File: src/rtl/rr_mux4_arbiter.sv
// Round-robin arbiter driving registered select lines of a shared 4:1 mux.
// Ports: clk, rst, req[3:0], done[3:0] -> gnt[3:0], sel1, sel0, valid, ptr[1:0].
module rr_mux4_arbiter #(
  parameter int BURST_LEN = 4,
  parameter int CW        = 4
) (
  input  logic       clk,
  input  logic       rst,
  input  logic [3:0] req,
  input  logic [3:0] done,
  output logic [3:0] gnt,
  output logic       sel1,
  output logic       sel0,
  output logic       valid,
  output logic [1:0] ptr
);

  typedef enum logic {IDLE, GRANT} state_t;

  localparam logic [CW-1:0] LAST = CW'(BURST_LEN - 1);

  state_t        state_q;
  logic [3:0]    gnt_q;
  logic [1:0]    sel_q;
  logic          valid_q;
  logic [1:0]    ptr_q;
  logic [CW-1:0] cnt_q;

  logic [1:0] own;
  logic [1:0] arb_ptr_d;
  logic       hit_d;
  logic [1:0] win_d;
  logic       rel_d;

  // First set bit of r, scanning from index p upward with wrap.
  function automatic logic [2:0] pick(
    input logic [3:0] r,
    input logic [1:0] p
  );
    logic [2:0] res;
    logic [1:0] idx;
    res = 3'b000;
    for (int i = 3; i >= 0; i--) begin
      idx = p + 2'(i);
      if (r[idx]) res = {1'b1, idx};
    end
    return res;
  endfunction

  assign own = sel_q;

  always_comb begin
    arb_ptr_d = ptr_q;
    // On release the owner drops to lowest priority for the re-scan.
    if (state_q == GRANT) arb_ptr_d = own + 2'd1;
    {hit_d, win_d} = pick(req, arb_ptr_d);
    rel_d = !req[own] || done[own] || (cnt_q == LAST);
  end

  always_ff @(posedge clk) begin
    if (rst) begin
      state_q <= IDLE;
      gnt_q   <= 4'b0000;
      sel_q   <= 2'd0;
      valid_q <= 1'b0;
      ptr_q   <= 2'd0;
      cnt_q   <= '0;
    end else begin
      unique case (state_q)
        IDLE: begin
          if (hit_d) begin
            state_q <= GRANT;
            gnt_q   <= 4'b0001 << win_d;
            sel_q   <= win_d;
            valid_q <= 1'b1;
            cnt_q   <= '0;
          end
        end
        GRANT: begin
          if (!rel_d) begin
            cnt_q <= cnt_q + 1'b1;
          end else begin
            ptr_q <= own + 2'd1;
            cnt_q <= '0;
            if (hit_d) begin
              gnt_q <= 4'b0001 << win_d;
              sel_q <= win_d;
            end else begin
              state_q <= IDLE;
              gnt_q   <= 4'b0000;
              valid_q <= 1'b0;
            end
          end
        end
        default: state_q <= IDLE;
      endcase
    end
  end

  assign gnt   = gnt_q;
  assign sel1  = sel_q[1];
  assign sel0  = sel_q[0];
  assign valid = valid_q;
  assign ptr   = ptr_q;

endmodule
File: config.mk
export PLATFORM = sky130hd
export DESIGN_NAME = rr_mux4_arbiter
export DESIGN_NICKNAME = d
export VERILOG_FILES = /design/src/rtl/rr_mux4_arbiter.sv
export SDC_FILE = /design/constraint.sdc
export NUM_CORES = 1
export LEC_CHECK = 0
export BUFFER_PORTS_ARGS = -buffer_cell sky130_fd_sc_hd__buf_2
export CORE_MARGIN = 3
export CORE_UTILIZATION = 51
export CTS_CLUSTER_DIAMETER = 200
export DETAILED_ROUTE_END_ITERATION = 16
export HOLD_SLACK_MARGIN = 0.06
export PLACE_DENSITY_LB_ADDON = 0.12
export SYNTH_ARGS = -nofsm -noshare
export SYNTH_HDL_FRONTEND = slang
export SYNTH_SLANG_ARGS = --single-unit
File: constraint.sdc
create_clock -name clk -period 1.91 [get_ports clk]
set_clock_uncertainty 0.15 [all_clocks]
set_input_delay 0.2865 -clock clk [delete_from_list [all_inputs] [get_ports clk]]
set_output_delay 0.2865 -clock clk [all_outputs]
set_load 0.005 [all_outputs]
==> summary.txt <==
Run status
  – Status: finished clean

GRT
  – Vias in the first global route: around 660
  – Largest net degree at the start of global routing: 14
  – First-pass GRT wire length: around 2.9 mm
  – Antenna violations before repair: 0
  – GRT Residual Overflow: 0
  – GRT Resource Usage Total: 18.8%

Floorplanning
  – Top-Level Pins: 19
  – Full die area: roughly 2100 um2
  – # rows: 13
  – Die height: between 40 and 50 um
  – Core area: 1400 um2
  – Die width: 46.0 um
  – Starting Density: a little under 60%

Yosys
  – Mapped cell area: 817 um2
  – Top FF cell, synth: dfxtp_1
  – Seq cells post-synth: 14
  – FFs w/ async S/R, synth: 0%
  – Register area share after synthesis: 34.3%
  – EDFF count, synth: 0
  – Mean Syn Cell Area: 8.88 um2
  – Yosys cell types: 36
  – Yosys warnings: 0
  – Post-Synthesis Cells: 92
  – Syn nets: ~100

Worst setup path
  – CP max FO: 7
  – Arrival time worst endpoint: 1.81 ns
  – Crit path kind: reg -> reg
  – CP endpoint kind: flip-flop
  – Startpoint type of the worst setup path: flip-flop
  – Worst Path Required: a little under 2 ns

Placed design
  – Placer congestion estimate: roughly 0.79
  – Final HPWL DP: 1.25 mm
  – Count of input and output buffers: 18

STA
  – Post-route clock period utilization: 91.2%
  – Worst-margin pin slew: 0.424 ns
  – Setup TNS: 0 ns
  – Pins Over Slew Limit: 0
  – Final hold violation count: 0
  – Tmin final: roughly 1.7 ns
  – RSZ-0062 raised after global routing: false
  – Fmax: 0.574 GHz
  – Slew headroom: 71.3%
  – Final setup fails: 0

Layout
  – Layout area overhead: 14.7%
  – Layout Utilization: 67.0%
  – Number of diodes: 0
  – Share of layout cells above drive strength 1: 29.5%
  – Fill cells: 139
  – Nets: around 130

Power and ir drop
  – PD cells: 758 nW/um2
  – LEAKAGE: 0.412 nW
  – VDD IR max: 0.489 mV
  – Final Total Pwr: 0.711 mW

Route
  – Top layer reached by signal wires: met4
  – Routed wl met2: around 670 um
  – DR WL/cell: 12.6 um
  – Post-route ant nets: 0
  – DR DRC count: 0
  – Detailed-routing wirelength on met1: ~800 um
  – Post-DR vias/cell: 5.65
  – Vias: 717
  – 1st-pass router iterations: 4
  – Drt initial violations: 7
  – Met3 Wirelength: 89 um
  – Post-Route WL: about 1.6 mm

Clock tree
  – Root Buffer Master: clkbuf_4
  – Post-CTS Setup Bufs: 0
  – Post-CTS sizing: 0
  – H-tree levels: 1
  – TritonCTS Sinks: 14
  – TritonCTS clock tree: built
  – Clock-pin slew on the worst setup and hold paths: approximately 0.080 ns
  – Hold buffers post-CTS: 0
  – Clk_lat worst skew: 0.28 ns
  – CTS max path bufs: 2
  – Total CTS buffers: 3

Flow run
  – Maxcap violations: 0

Hold path
  – Worst min-delay path class: in -> reg
## cell usage after synthesis, types with 2 or more instances
| master | n | share of area, % |
|---|---|---|
| o21bai_1 | 3 | 2.8 |
| nor2_1 | 10 | 4.6 |
| nand2b_1 | 4 | 3.1 |
| o32ai_1 | 5 | 5.4 |
| a21oi_1 | 3 | 1.8 |
| xor2_1 | 3 | 3.2 |
| nor2b_1 | 2 | 1.5 |
| mux2i_1 | 2 | 2.5 |
| ha_1 | 2 | 3.1 |
| buf_6 | 2 | 2.8 |
| a21o_1 | 2 | 1.8 |
| nand3b_1 | 3 | 2.8 |
| a211oi_1 | 2 | 1.8 |
| inv_1 | 8 | 3.7 |
| dfxtp_1 | 14 | 34 |
| nand2_1 | 7 | 3.2 |
## where the power goes
part / switching (mW) / internal [mW] / leakage (nW)
combinational: 0.0802 / 0.0790 / 0.276
clock: 0.0948 / 0.116 / 0.0210
sequential: 0.0256 / 0.315 / 0.115
## flip-flops by register name, indices dropped and copies added (netlist names)
signal   flops
cnt_q        4
gnt          4
own          2
ptr          2
state_q      1
valid        1
## layer usage
layer	vias to the layer above	GRT usage, %
met1	323	27.0
met5	-	0
li1	372	-
met3	2	6.32
met4	0	5.68
met2	20	26.1
## cell usage in the layout, fill, tap and decap left out
master and n:
a211oi_1 2, a21o_1 2, a21oi_1 3, a311o_1 1
a31o_2 1, a41oi_1 1, and2_2 1, and4_2 1
buf_2 18, buf_4 1, clkbuf_4 3, clkbuf_8 1
dfxtp_1 12, dfxtp_2 2, ha_1 2, inv_1 8
mux2_2 1, mux2i_1 2, nand2_1 7, nand2b_1 4
nand3b_1 3, nand4b_1 1, nor2_1 10, nor2b_1 2
nor4_2 1, o211ai_1 1, o21ai_0 1, o21ai_2 1
o21bai_1 3, o221a_2 1, o221ai_1 1, o2bb2ai_1 1
o311ai_1 1, o32ai_1 5, or2_1 1, or2_2 1
or2b_1 1, xnor2_1 1, xor2_1 3
## path summary, 6_finish.rpt
path,startpoint,end,slack (ns),cells past startpoint
worst max-delay path,own[1],own[1],0.17,4
worst min-delay path,rst,own[1],0.18,2
worst max register to register,own[1],own[1],0.17,4
worst min register to register,gnt[1],gnt[1],0.33,2
## critical path: stages, from the launching register on
cell	delay, ns
dfxtp_1	0.46
o221ai_1	0.24
a41oi_1	0.38
mux2_2	0.38
nor2_1	0.07
## layout make-up
type | instances | area, um2 | area share (%)
clock buffers | 4 | 36.3 | 3.87
inverters | 8 | 30.0 | 3.20
repair buffers | 19 | 97.6 | 10.4
well taps | 15 | 18.8 | 2.00
multi-input cells | 67 | 472 | 50.3
flip-flops and latches | 14 | 283 | 30.2
## stage by stage
step / area (um2) / setup slack, ns / cells / hold slack [ns]
3_3_place_gp: 898 / 0.157 / 123 / 0.311
4_1_cts: 935 / 0.0822 / 127 / 0.170
3_5_place_dp: 898 / 0.112 / 123 / 0.315
5_1_grt: 937 / 0.0142 / 127 / 0.195
6_report: 937 / 0.168 / 127 / 0.175
2_1_floorplan: 817 / 0.277 / 92 / 0.277
## logic make-up (layout without fill, tap and decap cells)
logic type	Yosys count	in the layout	synth area share [%]
DFF	14	14	34.3
buffers and inverters	11	31	7.96
adders and majority gates	2	2	3.06
xor gates and xnor gates	4	4	4.29
AOI/OAI and AO/OA	25	25	24.2
and+or+nand+nor	33	33	22.4
muxes	3	3	3.83
Note: power is estimated with default switching activity, not from simulation.
